`config.mk`:
```
export PLATFORM = sky130hd
export DESIGN_NAME = multicycle_sequencer
export DESIGN_NICKNAME = d
export VERILOG_FILES = /design/src/rtl/riscv_pkg.sv /design/src/rtl/opclass_decode.sv /design/src/rtl/multicycle_sequencer.sv
export SDC_FILE = /design/constraint.sdc
export NUM_CORES = 1
export LEC_CHECK = 0
export CAP_MARGIN = 10
export CORE_UTILIZATION = 45
export CTS_CLUSTER_DIAMETER = 80
export DETAILED_ROUTE_END_ITERATION = 8
export HOLD_SLACK_MARGIN = 0.12
export PLACE_DENSITY = 0.85
export SETUP_SLACK_MARGIN = 0.4
export SLEW_MARGIN = 20
export SYNTH_ARGS = -nofsm -noshare
export SYNTH_HDL_FRONTEND = slang
export SYNTH_SLANG_ARGS = --single-unit
```
`constraint.sdc`:
```
create_clock -name clk -period 2.5 [get_ports clk]
set_clock_uncertainty 0.2 [all_clocks]
set_input_delay 0.25 -clock clk [delete_from_list [all_inputs] [get_ports clk]]
set_output_delay 0.25 -clock clk [all_outputs]
set_load 0.02 [all_outputs]
```
`src/rtl/riscv_pkg.sv`:
```
// Shared types and constants for the multicycle RV32I control path.
package riscv_pkg;

  // Sequencer state encodings; values are visible on the debug State port.
  typedef enum logic [2:0] {
    StFetch     = 3'd0,
    StDecode    = 3'd1,
    StExecute   = 3'd2,
    StMemory    = 3'd3,
    StWriteback = 3'd4,
    StHalt      = 3'd5
  } state_e;

  // RV32I major opcodes (instr[6:0]).
  localparam logic [6:0] OP_R      = 7'b0110011;
  localparam logic [6:0] OP_I      = 7'b0010011;
  localparam logic [6:0] OP_LOAD   = 7'b0000011;
  localparam logic [6:0] OP_STORE  = 7'b0100011;
  localparam logic [6:0] OP_BRANCH = 7'b1100011;
  localparam logic [6:0] OP_JAL    = 7'b1101111;
  localparam logic [6:0] OP_JALR   = 7'b1100111;
  localparam logic [6:0] OP_LUI    = 7'b0110111;
  localparam logic [6:0] OP_AUIPC  = 7'b0010111;
  localparam logic [6:0] OP_SYSTEM = 7'b1110011;

endpackage

```
`src/rtl/opclass_decode.sv`:
```
// Combinational opcode classifier: exactly one class flag is high for any opcode.
module opclass_decode
  import riscv_pkg::*;
(
  input  logic [6:0] opcode_i,
  output logic       is_load_o,
  output logic       is_store_o,
  output logic       is_branch_o,
  output logic       is_wb_o,
  output logic       is_system_o,
  output logic       is_illegal_o
);

  // Map the opcode onto its sequencing class; anything unrecognised is illegal.
  always_comb begin
    is_load_o    = 1'b0;
    is_store_o   = 1'b0;
    is_branch_o  = 1'b0;
    is_wb_o      = 1'b0;
    is_system_o  = 1'b0;
    is_illegal_o = 1'b0;
    unique case (opcode_i)
      OP_LOAD:   is_load_o   = 1'b1;
      OP_STORE:  is_store_o  = 1'b1;
      OP_BRANCH: is_branch_o = 1'b1;
      OP_SYSTEM: is_system_o = 1'b1;
      OP_R, OP_I, OP_JAL, OP_JALR, OP_LUI, OP_AUIPC: is_wb_o = 1'b1;
      default:   is_illegal_o = 1'b1;
    endcase
  end

endmodule

```
`src/rtl/multicycle_sequencer.sv`:
```
// Multicycle RV32I control FSM: steps FETCH/DECODE/EXECUTE/MEMORY/WRITEBACK, owns the
// memory request handshake, halts on ECALL or illegal opcodes, counts retired instructions.
module multicycle_sequencer
  import riscv_pkg::*;
#(
  parameter int unsigned CNT_W = 32
) (
  input  logic             clk,
  input  logic             rst,
  input  logic [6:0]       OpCode,
  input  logic             MemReady,
  output logic             MemReq,
  output logic             IRWr,
  output logic             PCWr,
  output logic             RUWrEn,
  output logic             DMWrEn,
  output logic             Halted,
  output logic             Illegal,
  output logic [2:0]       State,
  output logic [CNT_W-1:0] Retired
);

  state_e             state_q, state_d;
  logic [CNT_W-1:0]   retired_q;
  logic               illegal_q;

  logic mem_req, ir_wr, pc_wr, ru_wr_en, dm_wr_en, halted, set_illegal;
  logic is_load, is_store, is_branch, is_wb, is_system, is_illegal;

  opclass_decode u_opclass_decode (
    .opcode_i     (OpCode),
    .is_load_o    (is_load),
    .is_store_o   (is_store),
    .is_branch_o  (is_branch),
    .is_wb_o      (is_wb),
    .is_system_o  (is_system),
    .is_illegal_o (is_illegal)
  );

  // Next-state and raw per-state enables; all defaults low.
  always_comb begin
    state_d     = state_q;
    mem_req     = 1'b0;
    ir_wr       = 1'b0;
    pc_wr       = 1'b0;
    ru_wr_en    = 1'b0;
    dm_wr_en    = 1'b0;
    halted      = 1'b0;
    set_illegal = 1'b0;
    unique case (state_q)
      StFetch: begin
        mem_req = 1'b1;
        if (MemReady) begin
          ir_wr   = 1'b1;
          state_d = StDecode;
        end
      end
      StDecode: begin
        if (is_system) begin
          state_d = StHalt;
        end else if (is_illegal) begin
          state_d     = StHalt;
          set_illegal = 1'b1;
        end else begin
          state_d = StExecute;
        end
      end
      StExecute: begin
        if (is_load || is_store) begin
          state_d = StMemory;
        end else if (is_branch) begin
          pc_wr   = 1'b1;
          state_d = StFetch;
        end else begin
          state_d = StWriteback;
        end
      end
      StMemory: begin
        mem_req  = 1'b1;
        // Store qualifier is held for the whole access, not just the completion cycle.
        dm_wr_en = is_store;
        if (MemReady) begin
          if (is_store) begin
            pc_wr   = 1'b1;
            state_d = StFetch;
          end else begin
            state_d = StWriteback;
          end
        end
      end
      StWriteback: begin
        ru_wr_en = 1'b1;
        pc_wr    = 1'b1;
        state_d  = StFetch;
      end
      StHalt: begin
        halted = 1'b1;
      end
      default: begin
        state_d = StFetch;
      end
    endcase
  end

  // State register, retired counter and sticky illegal flag; synchronous reset.
  always_ff @(posedge clk) begin
    if (rst) begin
      state_q   <= StFetch;
      retired_q <= '0;
      illegal_q <= 1'b0;
    end else begin
      state_q <= state_d;
      if (pc_wr) begin
        retired_q <= retired_q + CNT_W'(1);
      end
      if (set_illegal) begin
        illegal_q <= 1'b1;
      end
    end
  end

  // Every output is forced low while rst is high so an abandoned access issues nothing.
  always_comb begin
    MemReq  = mem_req  & ~rst;
    IRWr    = ir_wr    & ~rst;
    PCWr    = pc_wr    & ~rst;
    RUWrEn  = ru_wr_en & ~rst;
    DMWrEn  = dm_wr_en & ~rst;
    Halted  = halted   & ~rst;
    Illegal = illegal_q & ~rst;
    State   = rst ? 3'd0 : state_q;
    Retired = rst ? '0 : retired_q;
  end

  // IRWr and PCWr must never coincide.
  a_ir_pc_excl: assert property (@(posedge clk) !(IRWr && PCWr));
  // Classifier is one-hot for every opcode.
  a_class_onehot: assert property (@(posedge clk)
    $onehot({is_load, is_store, is_branch, is_wb, is_system, is_illegal}));
  // No side effects while in reset.
  a_rst_quiet: assert property (@(posedge clk)
    rst |-> !(MemReq || IRWr || PCWr || RUWrEn || DMWrEn));

endmodule

```
==> impl_metrics.prom, run 1 <==
# TYPE chip_impl_metric gauge
chip_impl_info{name="status",value="finished, final reports clean"} 1
chip_impl_metric{name="share_clk_of_total_power",unit="%"} 36.3
chip_impl_info{name="slowest_stage",value="a2111o_1"} 1
chip_impl_metric{name="initial_core_util",unit="%"} 47.6
chip_impl_metric{name="final-setup-viol-count",unit=""} 0
chip_impl_metric{name="max_freq",unit="MHz"} 450
chip_impl_info{name="mostFrequentLayoutCell",value="clkdlybuf4s50_1"} 1
chip_impl_metric{name="design.final.nets",unit=""} 356
chip_impl_metric{name="grt_start_max_net_pins",unit=""} 61
chip_impl_metric{name="ys_seq_area_share",unit="%"} 34.3
chip_impl_metric{name="detail_route.wirelength",unit="mm"} 6.02
chip_impl_metric{name="detail_route.iter0.violations",unit=""} 109
chip_impl_metric{name="syn_inst",unit=""} 271
chip_impl_metric{name="ant_nets",unit=""} 0
chip_impl_metric{name="antennaDiodeCount",unit=""} 0
chip_impl_metric{name="i_o_pins",unit=""} 52
chip_impl_metric{name="critical-path-max-stage-delay",unit="ns"} 0.50
chip_impl_metric{name="globalplace.congestion",unit=""} 0.859
chip_impl_info{name="unrepaired_setup_endpoints_after_global_routing",value="yes"} 1
chip_impl_metric{name="post-layout-total-power",unit="uW"} 1190
chip_impl_metric{name="ys_ff_latch",unit=""} 36
chip_impl_metric{name="post_drt_via_cell_ratio",unit=""} 5.72
chip_impl_metric{name="post_route_cells_drive_above_1_share",unit="%"} 22.0
chip_impl_info{name="most-common-layout-cells",value="36 x clkdlybuf4s50_1, 32 x nor2_1, 30 x nor2b_1"} 1
chip_impl_metric{name="syn-num-nets",unit=""} 282
chip_impl_info{name="worstReg2RegEnd",value="retired_q[24]"} 1
chip_impl_metric{name="irDropWorstVdd",unit="V"} 0.000241
chip_impl_metric{name="area.growth.synth_to_final",unit="%"} 49.9
chip_impl_metric{name="intPower",unit="uW"} 877
chip_impl_metric{name="vias",unit=""} 2278
chip_impl_metric{name="fp.coreArea",unit="um^2"} 4410
chip_impl_metric{name="synth_area_per_cell",unit="um^2"} 7.75
chip_impl_metric{name="grt_remaining_overflow",unit=""} 0
chip_impl_metric{name="holdPathStages",unit=""} 2
chip_impl_metric{name="die_area",unit="um^2"} 4940
chip_impl_metric{name="number_of_buffers_created_by_cts",unit=""} 5
chip_impl_metric{name="antenna_found_initial",unit=""} 0
chip_impl_metric{name="arrival",unit="ns"} 2.24
chip_impl_metric{name="preCtsSetupSlack",unit="ns"} -0.101
chip_impl_info{name="clock-root-buffer",value="clkbuf_8"} 1
chip_impl_metric{name="hold_viol_final",unit=""} 0
chip_impl_metric{name="track_usage",unit="%"} 21.5
chip_impl_metric{name="die_w",unit="um"} 70.3
chip_impl_metric{name="post-route-drc-count",unit=""} 0
chip_impl_info{name="crit_path_start_kind",value="register"} 1
chip_impl_metric{name="endpoint_required_time_on_the_critical_path",unit="ns"} 2.52
chip_impl_metric{name="dp_hpwl",unit="mm"} 3.50
chip_impl_metric{name="final.period_utilization",unit="%"} 88.8
chip_impl_metric{name="clockBufferDepth",unit=""} 2
chip_impl_metric{name="detail_route.wl_per_cell",unit="um"} 15.1
chip_impl_metric{name="tightestPinTransition",unit="ns"} 0.454
chip_impl_metric{name="wire_length_of_the_first_global_routing_pass",unit="mm"} 8.60
chip_impl_metric{name="clkSinkCount",unit=""} 36
chip_impl_metric{name="rows",unit=""} 24
chip_impl_metric{name="first_global_vias",unit=""} 1930
chip_impl_info{name="crit_path_category",value="register to register"} 1
chip_impl_metric{name="max_cap_viol_count",unit=""} 0
chip_impl_metric{name="worst_slew_margin_rel",unit="%"} 68.9
chip_impl_metric{name="rrSetupSlack",unit="ns"} 0.28
chip_impl_metric{name="total_switching_power",unit="uW"} 313
chip_impl_info{name="timing.critical_path.to",value="retired_q[24]"} 1
chip_impl_metric{name="yosys_warnings",unit=""} 0
chip_impl_metric{name="period_needed",unit="ns"} 2.22
chip_impl_metric{name="clk-insertion-delay-late",unit="ns"} 0.29
chip_impl_metric{name="htreeDepth",unit=""} 2
chip_impl_info{name="worstPathCellList",value="and4_1, nand3_4, a2111o_1, or3_1, a21oi_1"} 1
chip_impl_metric{name="length_of_the_first_detailed_routing_pass_in_iterations",unit=""} 4
chip_impl_metric{name="final.setup.worst_slack",unit="ns"} 0.280
chip_impl_info{name="postSynth.topFlopCell",value="dfxtp_1"} 1
chip_impl_metric{name="switching_share",unit="%"} 26.3
chip_impl_metric{name="cellLeakagePower",unit="uW"} 0.00106
chip_impl_info{name="critPathCaptureType",value="register"} 1
chip_impl_metric{name="seq_power_share",unit="%"} 49.9
chip_impl_info{name="timing.hold.worst.class",value="input port to register"} 1
chip_impl_metric{name="combinational_share_of_power",unit="%"} 13.8
chip_impl_metric{name="synth_edf_count",unit=""} 0
chip_impl_info{name="tritoncts",value="built"} 1
chip_impl_metric{name="power_per_cell_area",unit="nW/um^2"} 378
chip_impl_metric{name="synthesis.area",unit="um^2"} 2100
chip_impl_metric{name="critPathMaxFanout",unit=""} 8
chip_impl_info{name="reg_to_reg_start",value="retired_q[9]"} 1
chip_impl_metric{name="worst_reg2reg_path_depth",unit=""} 5
chip_impl_metric{name="placement.io_buffers",unit=""} 51
chip_impl_metric{name="synth_cell_types",unit=""} 42
chip_impl_metric{name="maxSlewViolCount",unit=""} 0
chip_impl_info{name="startpoint",value="retired_q[9]"} 1
chip_impl_metric{name="die_h",unit="um"} 70.3
chip_impl_metric{name="clk_transition_reported_paths",unit="ns"} 0.07
chip_impl_metric{name="async_set_or_reset_flop_fraction_in_the_synthesized_netlist",unit="%"} 0
[critical path, delay by kind of cell (launching register included)]
family          cells  cell delay, ns
flops               1            0.43
simple gates        3            0.85
compound gates      2            0.66
[final cells by class]
cell class | instances | area, um^2
inverter | 9 | 33.8
tap | 52 | 65.1
fill | 328 | 1270
sequential | 36 | 737
clock buffer | 8 | 90.1
multi-input combinational | 210 | 1470
timing repair buffer | 83 | 757
[synth_stat cells (all sizes together) (2+ instances only)]
| master | instances | area [um^2] |
|---|---|---|
| o21ai | 14 | 70.1 |
| inv | 9 | 33.8 |
| buf | 6 | 30.0 |
| or3 | 12 | 75.1 |
| and3 | 2 | 12.5 |
| or2 | 2 | 12.5 |
| o211ai | 2 | 15.0 |
| dfxtp | 36 | 721 |
| nor4 | 2 | 12.5 |
| a211o | 2 | 17.5 |
| a211oi | 7 | 52.6 |
| and4 | 3 | 26.3 |
| nor2 | 33 | 124 |
| a2111oi | 6 | 52.6 |
| nor2b | 30 | 188 |
| nor3 | 2 | 10.0 |
| xnor2 | 17 | 149 |
| nand2b | 4 | 25.0 |
| nand3 | 11 | 67.6 |
| clkbuf | 10 | 37.5 |
| a21oi | 19 | 95.1 |
| nand2 | 18 | 67.6 |
| nand4 | 6 | 37.5 |
[per-stage QoR]
step / std cells / utilization, % / hold slack [ns] / TNS [ns] / instance area [um^2]
2_1_floorplan: 271 / - / 0.229 / 0 / 2100
3_3_place_gp: 381 / 63.2 / 0.246 / -0.375 / 2790
3_5_place_dp: 381 / 63.2 / 0.249 / -0.705 / 2790
4_1_cts: 395 / 66.8 / 0.149 / 0 / 2950
5_1_grt: 398 / 71.3 / 0.195 / 0 / 3150
6_report: 398 / 71.3 / 0.164 / 0 / 3150
[state kept, by name (all words and copies together), names as in the netlist]
register and count:
illegal_q 1, retired_q 32, state_q 3
[what timing repair did]
action                                  CTS  global route
endpoints found under the setup margin   30            33
pin swaps                                 6             9
hold buffers                              1             0
cloned                                    1             0
endpoints found under the hold margin     2             0
gates resized for setup                  26            49
setup buffers                             4             3
[power groups by stage]
stage	registers, uW	clock network [uW]	logic [uW]
CTS	591	433	142
global placement	605	0	143
global route	594	459	179
detailed placement	605	0	146
finish	593	432	165
floorplan	600	0	86.9
[how the worst min path moves through the flow]
stage | from | endpoint | slack, ns
3_5_place_dp | illegal_q | illegal_q | 0.25
2_1_floorplan | illegal_q | illegal_q | 0.23
3_3_place_gp | illegal_q | illegal_q | 0.25
4_1_cts | rst | state_q[2] | 0.15
6_report | rst | state_q[2] | 0.16
5_1_grt | rst | state_q[2] | 0.20
[routing by layer]
layer | share of wire, % | GRT usage, % | up-vias
met5 | 0 | 0 | -
met4 | 3.2 | 12.4 | 0
met3 | 6.4 | 4.76 | 19
met2 | 48 | 33.8 | 93
met1 | 43 | 27.0 | 1065
li1 | - | - | 1101
[cell families (layout without fill, tap and decap cells)]
| group | after synthesis | in the layout | share of synthesized area (%) |
|---|---|---|---|
| simple gates | 132 | 132 | 34.4 |
| mux | 1 | 1 | 0.536 |
| fa+ha+maj | 2 | 2 | 1.07 |
| flops | 36 | 36 | 34.3 |
| xor+xnor | 17 | 17 | 7.09 |
| compound gates | 58 | 58 | 17.7 |
| buf+inv | 25 | 100 | 4.83 |
No activity file was read; power rests on OpenSTA's default activity.
==> inputs of run 2 (changes only) <==
- CORE_UTILIZATION: 45 -> 44
- GPL_ROUTABILITY_DRIVEN: default -> 0
- PLACE_DENSITY: 0.85 -> 0.86
- clock period: 2.5 -> 1.9 ns (I/O delays scaled with it)
==> impl_metrics.prom, run 2 (synthesized netlist as in run 1, its figures left out) <==
# TYPE chip_impl_metric gauge
chip_impl_info{name="status",value="complete, but fails checks"} 1
chip_impl_info{name="violated_checks",value="design-rule violations, negative setup slack"} 1
chip_impl_metric{name="critPathMaxFanout",unit=""} 8
chip_impl_metric{name="wire_length_of_the_first_global_routing_pass",unit="mm"} 11.1
chip_impl_metric{name="seq_power_share",unit="%"} 46.0
chip_impl_metric{name="final.period_utilization",unit="%"} 119
chip_impl_metric{name="grt_remaining_overflow",unit=""} 0
chip_impl_metric{name="total_switching_power",unit="uW"} 457
chip_impl_metric{name="clk_transition_reported_paths",unit="ns"} 0.08
chip_impl_metric{name="vias",unit=""} 2578
chip_impl_metric{name="tightestPinTransition",unit="ns"} 0.347
chip_impl_metric{name="combinational_share_of_power",unit="%"} 18.3
chip_impl_metric{name="share_clk_of_total_power",unit="%"} 35.7
chip_impl_metric{name="die_area",unit="um^2"} 5050
chip_impl_metric{name="dp_hpwl",unit="mm"} 4.23
chip_impl_metric{name="post-route-drc-count",unit=""} 5
chip_impl_metric{name="rrSetupSlack",unit="ns"} -0.35
chip_impl_metric{name="max_cap_viol_count",unit=""} 0
chip_impl_info{name="most-common-layout-cells",value="70 x buf_4, 27 x nor2b_1, 27 x nor2_1"} 1
chip_impl_info{name="startpoint",value="state_q[2]"} 1
chip_impl_metric{name="antennaDiodeCount",unit=""} 0
chip_impl_metric{name="clk-insertion-delay-late",unit="ns"} 0.30
chip_impl_metric{name="length_of_the_first_detailed_routing_pass_in_iterations",unit=""} 6
chip_impl_info{name="topRoutingLayerUsed",value="met4"} 1
chip_impl_metric{name="max_freq",unit="MHz"} 444
chip_impl_metric{name="detail_route.wl_per_cell",unit="um"} 18.0
chip_impl_metric{name="arrival",unit="ns"} 2.27
chip_impl_info{name="unrepaired_setup_endpoints_after_global_routing",value="yes"} 1
chip_impl_metric{name="die_w",unit="um"} 71.1
chip_impl_metric{name="post-place-cells",unit=""} 418
chip_impl_info{name="crit_path_category",value="register to register"} 1
chip_impl_metric{name="switching_share",unit="%"} 27.0
chip_impl_metric{name="cellLeakagePower",unit="uW"} 0.00138
chip_impl_metric{name="number_of_buffers_created_by_cts",unit=""} 5
chip_impl_metric{name="intPower",unit="uW"} 1230
chip_impl_metric{name="final-setup-viol-count",unit=""} 31
chip_impl_info{name="clock-root-buffer",value="clkbuf_8"} 1
chip_impl_metric{name="period_needed",unit="ns"} 2.25
chip_impl_metric{name="endpoint_required_time_on_the_critical_path",unit="ns"} 1.91
chip_impl_metric{name="die_h",unit="um"} 71.1
chip_impl_metric{name="first_global_vias",unit=""} 2382
chip_impl_metric{name="met3_length",unit="um"} 499
chip_impl_metric{name="largest_reg_flops",unit=""} 32
chip_impl_metric{name="irDropWorstVdd",unit="V"} 0.000582
chip_impl_metric{name="htreeDepth",unit=""} 2
chip_impl_metric{name="final.setup.worst_slack",unit="ns"} -0.354
chip_impl_metric{name="power_per_cell_area",unit="nW/um^2"} 464
chip_impl_info{name="worstReg2RegEnd",value="retired_q[24]"} 1
chip_impl_metric{name="post_drt_via_cell_ratio",unit=""} 5.85
chip_impl_metric{name="rows",unit=""} 24
chip_impl_metric{name="route.layer.met1.wl",unit="mm"} 3.03
chip_impl_metric{name="post-layout-total-power",unit="uW"} 1690
chip_impl_metric{name="fp.coreArea",unit="um^2"} 4470
chip_impl_metric{name="antenna_found_initial",unit=""} 0
chip_impl_info{name="tritoncts",value="built"} 1
chip_impl_metric{name="placement.io_buffers",unit=""} 51
chip_impl_info{name="timing.hold.worst.class",value="input port to register"} 1
chip_impl_metric{name="clkSinkCount",unit=""} 36
chip_impl_metric{name="initial_core_util",unit="%"} 46.9
chip_impl_info{name="mostFrequentLayoutCell",value="buf_4"} 1
chip_impl_metric{name="worst_reg2reg_path_depth",unit=""} 6
chip_impl_metric{name="post_route_cells_drive_above_1_share",unit="%"} 51.2
chip_impl_info{name="reg_to_reg_start",value="state_q[2]"} 1
chip_impl_metric{name="final_cell_count_no_fill",unit=""} 441
chip_impl_info{name="timing.critical_path.to",value="retired_q[24]"} 1
chip_impl_metric{name="maxSlewViolCount",unit=""} 0
chip_impl_info{name="max_flop_register",value="retired_q"} 1
chip_impl_metric{name="i_o_pins",unit=""} 52
chip_impl_metric{name="area.growth.synth_to_final",unit="%"} 73.5
chip_impl_metric{name="grt_start_max_net_pins",unit=""} 42
chip_impl_metric{name="track_usage",unit="%"} 27.8
chip_impl_metric{name="hold_viol_final",unit=""} 0
chip_impl_info{name="critPathCaptureType",value="register"} 1
chip_impl_metric{name="ant_nets",unit=""} 0
chip_impl_metric{name="clockBufferDepth",unit=""} 2
chip_impl_metric{name="met2_wirelength",unit="mm"} 4.10
chip_impl_metric{name="holdBufCountCts",unit=""} 0
chip_impl_metric{name="detail_route.iter0.violations",unit=""} 166
chip_impl_metric{name="detail_route.wirelength",unit="mm"} 7.95
chip_impl_metric{name="design.final.nets",unit=""} 399
chip_impl_info{name="largest_registers",value="retired_q x32, state_q x3, illegal_q x1"} 1
chip_impl_metric{name="worst_slew_margin_rel",unit="%"} 76.8
chip_impl_info{name="crit_path_start_kind",value="register"} 1
## run 2: how the worst min path moves through the flow
stage,start,to,slack (ns),cells past startpoint
finish,rst,illegal_q,0.17,3
global route,rst,illegal_q,0.17,3
CTS,rst,state_q[2],0.15,4
detailed placement,illegal_q,illegal_q,0.25,2
global placement,illegal_q,illegal_q,0.25,2
floorplan,MemReady,state_q[0],0.19,2
## run 2: what timing repair did
item,4_1_cts,5_1_grt
setup buffers,9,5
resized for setup,226,68
endpoints found under the setup margin,75,66
gates cloned,1,0
pin swaps,23,17
## run 2: power groups by stage
| stage | combinational [uW] | clock [uW] | sequential (uW) |
|---|---|---|---|
| 2_1_floorplan | 121 | 0 | 789 |
| 3_3_place_gp | 230 | 0 | 791 |
| 3_5_place_dp | 236 | 0 | 792 |
| 4_1_cts | 276 | 604 | 776 |
| 5_1_grt | 326 | 648 | 777 |
| 6_report | 309 | 604 | 777 |
## run 2: stage by stage
stage	worst slack (ns)	instance area, um^2	hold slack, ns	TNS (ns)	util (%)
floorplan	-0.0970	2190	0.192	-0.420	-
global placement	-0.600	3140	0.251	-14.75	70.1
detailed placement	-0.805	3140	0.249	-17.68	70.1
CTS	-0.306	3410	0.147	-5.64	76.3
global route	-0.395	3640	0.174	-9.74	81.4
finish	-0.354	3640	0.174	-7.26	81.4
## run 2: worst max-delay path: stages, from the launching register on
cell,delay [ns]
dfxtp_2,0.34
nor4bb_4,0.28
o211ai_1,0.15
buf_4,0.19
a2111o_1,0.48
or3_1,0.37
a21oi_2,0.16
## run 2: cell type report
cell class,instances,area [um^2]
Clock buffer,8,100
Fill cell,251,832
Inverter,9,42.5
Multi-Input combinational cell,210,1640
Sequential cell,36,749
Tap cell,52,65.1
Timing Repair Buffer,126,1050
## run 2: per-layer routing
metal	vias up	global-route usage (%)
met3	31	5.98
met5	-	0
met2	130	49.8
li1	1188	-
met1	1229	31.8
met4	0	12.4
==> inputs of run 3 (changes only) <==
- ABC_AREA: default -> 1
- CORE_UTILIZATION: 44 -> 47
- PLACE_DENSITY: 0.86 -> 0.88
==> impl_metrics.prom, run 3 <==
# TYPE chip_impl_metric gauge
chip_impl_metric{name="detail_route.iter0.violations",unit=""} 625
chip_impl_metric{name="die_w",unit="um"} 75.5
chip_impl_metric{name="wire_length_of_the_first_global_routing_pass",unit="mm"} 13.4
chip_impl_metric{name="post-layout-total-power",unit="uW"} 2560
chip_impl_metric{name="yosys_warnings",unit=""} 0
chip_impl_metric{name="grt_start_max_net_pins",unit=""} 35
chip_impl_metric{name="post_drt_via_cell_ratio",unit=""} 6.03
chip_impl_metric{name="ys_ff_latch",unit=""} 36
chip_impl_metric{name="total_switching_power",unit="uW"} 993
chip_impl_metric{name="power_per_cell_area",unit="nW/um^2"} 627
chip_impl_metric{name="period_needed",unit="ns"} 1.89
chip_impl_metric{name="hold_viol_final",unit=""} 0
chip_impl_metric{name="groute.layer.met3.usage",unit="%"} 5.16
chip_impl_metric{name="dp_hpwl",unit="mm"} 4.82
chip_impl_metric{name="max_freq",unit="MHz"} 528
chip_impl_info{name="unrepaired_setup_endpoints_after_global_routing",value="yes"} 1
chip_impl_metric{name="die_h",unit="um"} 75.5
chip_impl_metric{name="arrival",unit="ns"} 1.92
chip_impl_metric{name="finish.utilization",unit="%"} 79.3
chip_impl_metric{name="antennaDiodeCount",unit=""} 0
chip_impl_metric{name="rows",unit=""} 26
chip_impl_metric{name="vias",unit=""} 3708
chip_impl_metric{name="i_o_pins",unit=""} 52
chip_impl_metric{name="final.setup.worst_slack",unit="ns"} 0.00506
chip_impl_metric{name="grtUsageMet2",unit="%"} 54.9
chip_impl_metric{name="detailed_place.area",unit="um^2"} 3250
chip_impl_metric{name="clockBufferDepth",unit=""} 2
chip_impl_metric{name="use_met1",unit="%"} 35.2
chip_impl_metric{name="syn-num-nets",unit=""} 462
chip_impl_metric{name="synthesis.area",unit="um^2"} 2540
chip_impl_metric{name="post-synth-top-area-fraction",unit="%"} 28.4
chip_impl_info{name="timing.hold.worst.class",value="input port to register"} 1
chip_impl_metric{name="synth_cell_types",unit=""} 25
chip_impl_metric{name="maxSlewViolCount",unit=""} 0
chip_impl_metric{name="grt_remaining_overflow",unit=""} 0
chip_impl_metric{name="worst_slew_margin_rel",unit="%"} 73.4
chip_impl_info{name="crit_path_start_kind",value="register"} 1
chip_impl_metric{name="die_area",unit="um^2"} 5700
chip_impl_info{name="largest_registers",value="retired_q x32, state_q x3, illegal_q x1"} 1
chip_impl_metric{name="max_cap_viol_count",unit=""} 0
chip_impl_metric{name="intPower",unit="uW"} 1560
chip_impl_info{name="postSynth.topFlopCell",value="dfxtp_1"} 1
chip_impl_metric{name="preCtsSetupSlack",unit="ns"} -0.459
chip_impl_info{name="most-common-layout-cells",value="109 x nand2_1, 81 x nor2_1, 52 x inv_1"} 1
chip_impl_metric{name="async_set_or_reset_flop_fraction_in_the_synthesized_netlist",unit="%"} 0
chip_impl_metric{name="final.period_utilization",unit="%"} 99.7
chip_impl_metric{name="number_of_buffers_created_by_cts",unit=""} 5
chip_impl_metric{name="largest_reg_flops",unit=""} 32
chip_impl_metric{name="endpoint_required_time_on_the_critical_path",unit="ns"} 1.93
chip_impl_info{name="status",value="finished, final reports clean"} 1
chip_impl_metric{name="htreeDepth",unit=""} 2
chip_impl_info{name="ys_top_cells_by_count",value="127 x nand2_1, 108 x nor2_1, 56 x inv_1, 36 x dfxtp_1, 32 x a21oi_1"} 1
chip_impl_metric{name="critPathMaxFanout",unit=""} 8
chip_impl_info{name="global_route.peak_usage_layer",value="met2"} 1
chip_impl_metric{name="rrSetupSlack",unit="ns"} 0.005
chip_impl_metric{name="ys_seq_area_share",unit="%"} 28.4
chip_impl_metric{name="post_route_cells_drive_above_1_share",unit="%"} 44.6
chip_impl_metric{name="ant_nets",unit=""} 0
chip_impl_metric{name="synth_area_per_cell",unit="um^2"} 5.63
chip_impl_metric{name="detail_route.wl_per_cell",unit="um"} 18.7
chip_impl_metric{name="synth_edf_count",unit=""} 0
chip_impl_metric{name="cellLeakagePower",unit="uW"} 0.00168
chip_impl_metric{name="length_of_the_first_detailed_routing_pass_in_iterations",unit=""} 6
chip_impl_metric{name="syn_inst",unit=""} 451
chip_impl_metric{name="post-route-drc-count",unit=""} 0
chip_impl_info{name="tritoncts",value="built"} 1
chip_impl_metric{name="fp.coreArea",unit="um^2"} 5140
chip_impl_metric{name="initial_core_util",unit="%"} 49.4
chip_impl_metric{name="seq_power_share",unit="%"} 32.7
chip_impl_metric{name="detail_route.wirelength",unit="mm"} 11.5
chip_impl_info{name="crit_path_category",value="register to register"} 1
chip_impl_info{name="cells_taking_the_most_area_after_synthesis",value="dfxtp_1 28%, nand2_1 19%, nor2_1 16%"} 1
chip_impl_metric{name="combinational_share_of_power",unit="%"} 42.8
chip_impl_info{name="critPathCaptureType",value="register"} 1
chip_impl_metric{name="track_usage",unit="%"} 31.1
chip_impl_metric{name="finalInstanceArea",unit="um^2"} 4070
chip_impl_metric{name="tightestPinTransition",unit="ns"} 0.398
chip_impl_info{name="clock-root-buffer",value="clkbuf_8"} 1
chip_impl_metric{name="clk-insertion-delay-late",unit="ns"} 0.31
chip_impl_metric{name="area.growth.synth_to_final",unit="%"} 60.4
chip_impl_metric{name="switching_share",unit="%"} 38.9
chip_impl_metric{name="antenna_found_initial",unit=""} 0
chip_impl_metric{name="share_clk_of_total_power",unit="%"} 24.4
chip_impl_metric{name="design.final.nets",unit=""} 555
chip_impl_metric{name="irDropWorstVdd",unit="V"} 0.000495
chip_impl_metric{name="final-setup-viol-count",unit=""} 0
chip_impl_info{name="yosys.area.top_type",value="dfxtp_1"} 1
chip_impl_info{name="mostFrequentLayoutCell",value="nand2_1"} 1
chip_impl_metric{name="placement.io_buffers",unit=""} 51
chip_impl_info{name="max_flop_register",value="retired_q"} 1
chip_impl_metric{name="clkSinkCount",unit=""} 36
chip_impl_info{name="yosys.cell_count.top_type",value="nand2_1"} 1
chip_impl_metric{name="setup_total_negative_slack",unit="ns"} 0
chip_impl_metric{name="first_global_vias",unit=""} 3043
chip_impl_metric{name="clk_transition_reported_paths",unit="ns"} 0.09
==> run 3: changes by cell type after synthesis, sizes merged, moves of 7 or more <==
cell,change
nand2,+114
nor2,+87
inv,+51
nor2b,-30
nand3,+22
xnor2,-17
a21oi,+15
or3,-12
o21ai,-9
a211oi,-7
clkbuf,-7
xor2,+7
==> run 3: kinds of logic after synthesis <==
| logic type | Yosys count | synth area share (%) |
|---|---|---|
| AOI/OAI and AO/OA | 40 | 8.23 |
| xor gates and xnor gates | 7 | 2.41 |
| adders and majority gates | 1 | 0.493 |
| and+or+nand+nor | 293 | 48.4 |
| buffers and inverters | 74 | 12.1 |
| DFF | 36 | 28.4 |
==> run 3: path summary, 6_finish.rpt <==
kind | start | depth (start not counted) | to
max | state_q[2] | 10 | retired_q[25]
min | rst | 3 | retired_q[29]
max reg2reg | state_q[2] | 10 | retired_q[25]
min reg2reg | retired_q[11] | 2 | retired_q[11]
==> run 3: layout make-up <==
type / count / area (um^2)
Clock inverter: 1 / 7.51
Tap cell: 70 / 87.6
Clock buffer: 7 / 86.3
Sequential cell: 36 / 792
Timing Repair Buffer: 99 / 915
Inverter: 61 / 229
Fill cell: 309 / 1070
Multi-Input combinational cell: 341 / 1960
==> run 3: worst max-delay path: stages, from the launching register on <==
cell     delay (ns)
dfxtp_2        0.34
inv_2          0.08
nand2_4        0.08
nor2_4         0.14
nand3_2        0.11
buf_6          0.15
nand3_4        0.14
buf_6          0.16
buf_16         0.14
nand2_2        0.06
a21oi_2        0.19
==> run 3: layer usage <==
metal  up-vias  share of wire (%)
met5         -                  0
met4         0                8.5
met3       129                 11
met2       364                 47
met1      1652                 34
li1       1563                  -
==> run 3: per-stage QoR <==
stage / instances / hold slack (ns)
after floorplan: 451 / 0.165
after global placement: 579 / 0.244
after detailed placement: 579 / 0.253
after CTS: 605 / 0.124
after global routing: 615 / 0.224
final: 615 / 0.203
==> run 3: power by group through the flow <==
stage / registers (uW) / logic (uW) / clock network, uW
2_1_floorplan: 835 / 362 / 0
4_1_cts: 826 / 762 / 593
3_3_place_gp: 836 / 541 / 0
3_5_place_dp: 837 / 553 / 0
5_1_grt: 836 / 1130 / 637
6_report: 836 / 1090 / 625
==> run 3: what timing repair did <==
item	in CTS	in global routing
gates cloned	4	1
hold buffers	1	0
pin swaps	21	32
setup endpoints to repair	76	68
endpoints found under the hold margin	2	0
buffers inserted	13	9
resized for setup	223	122
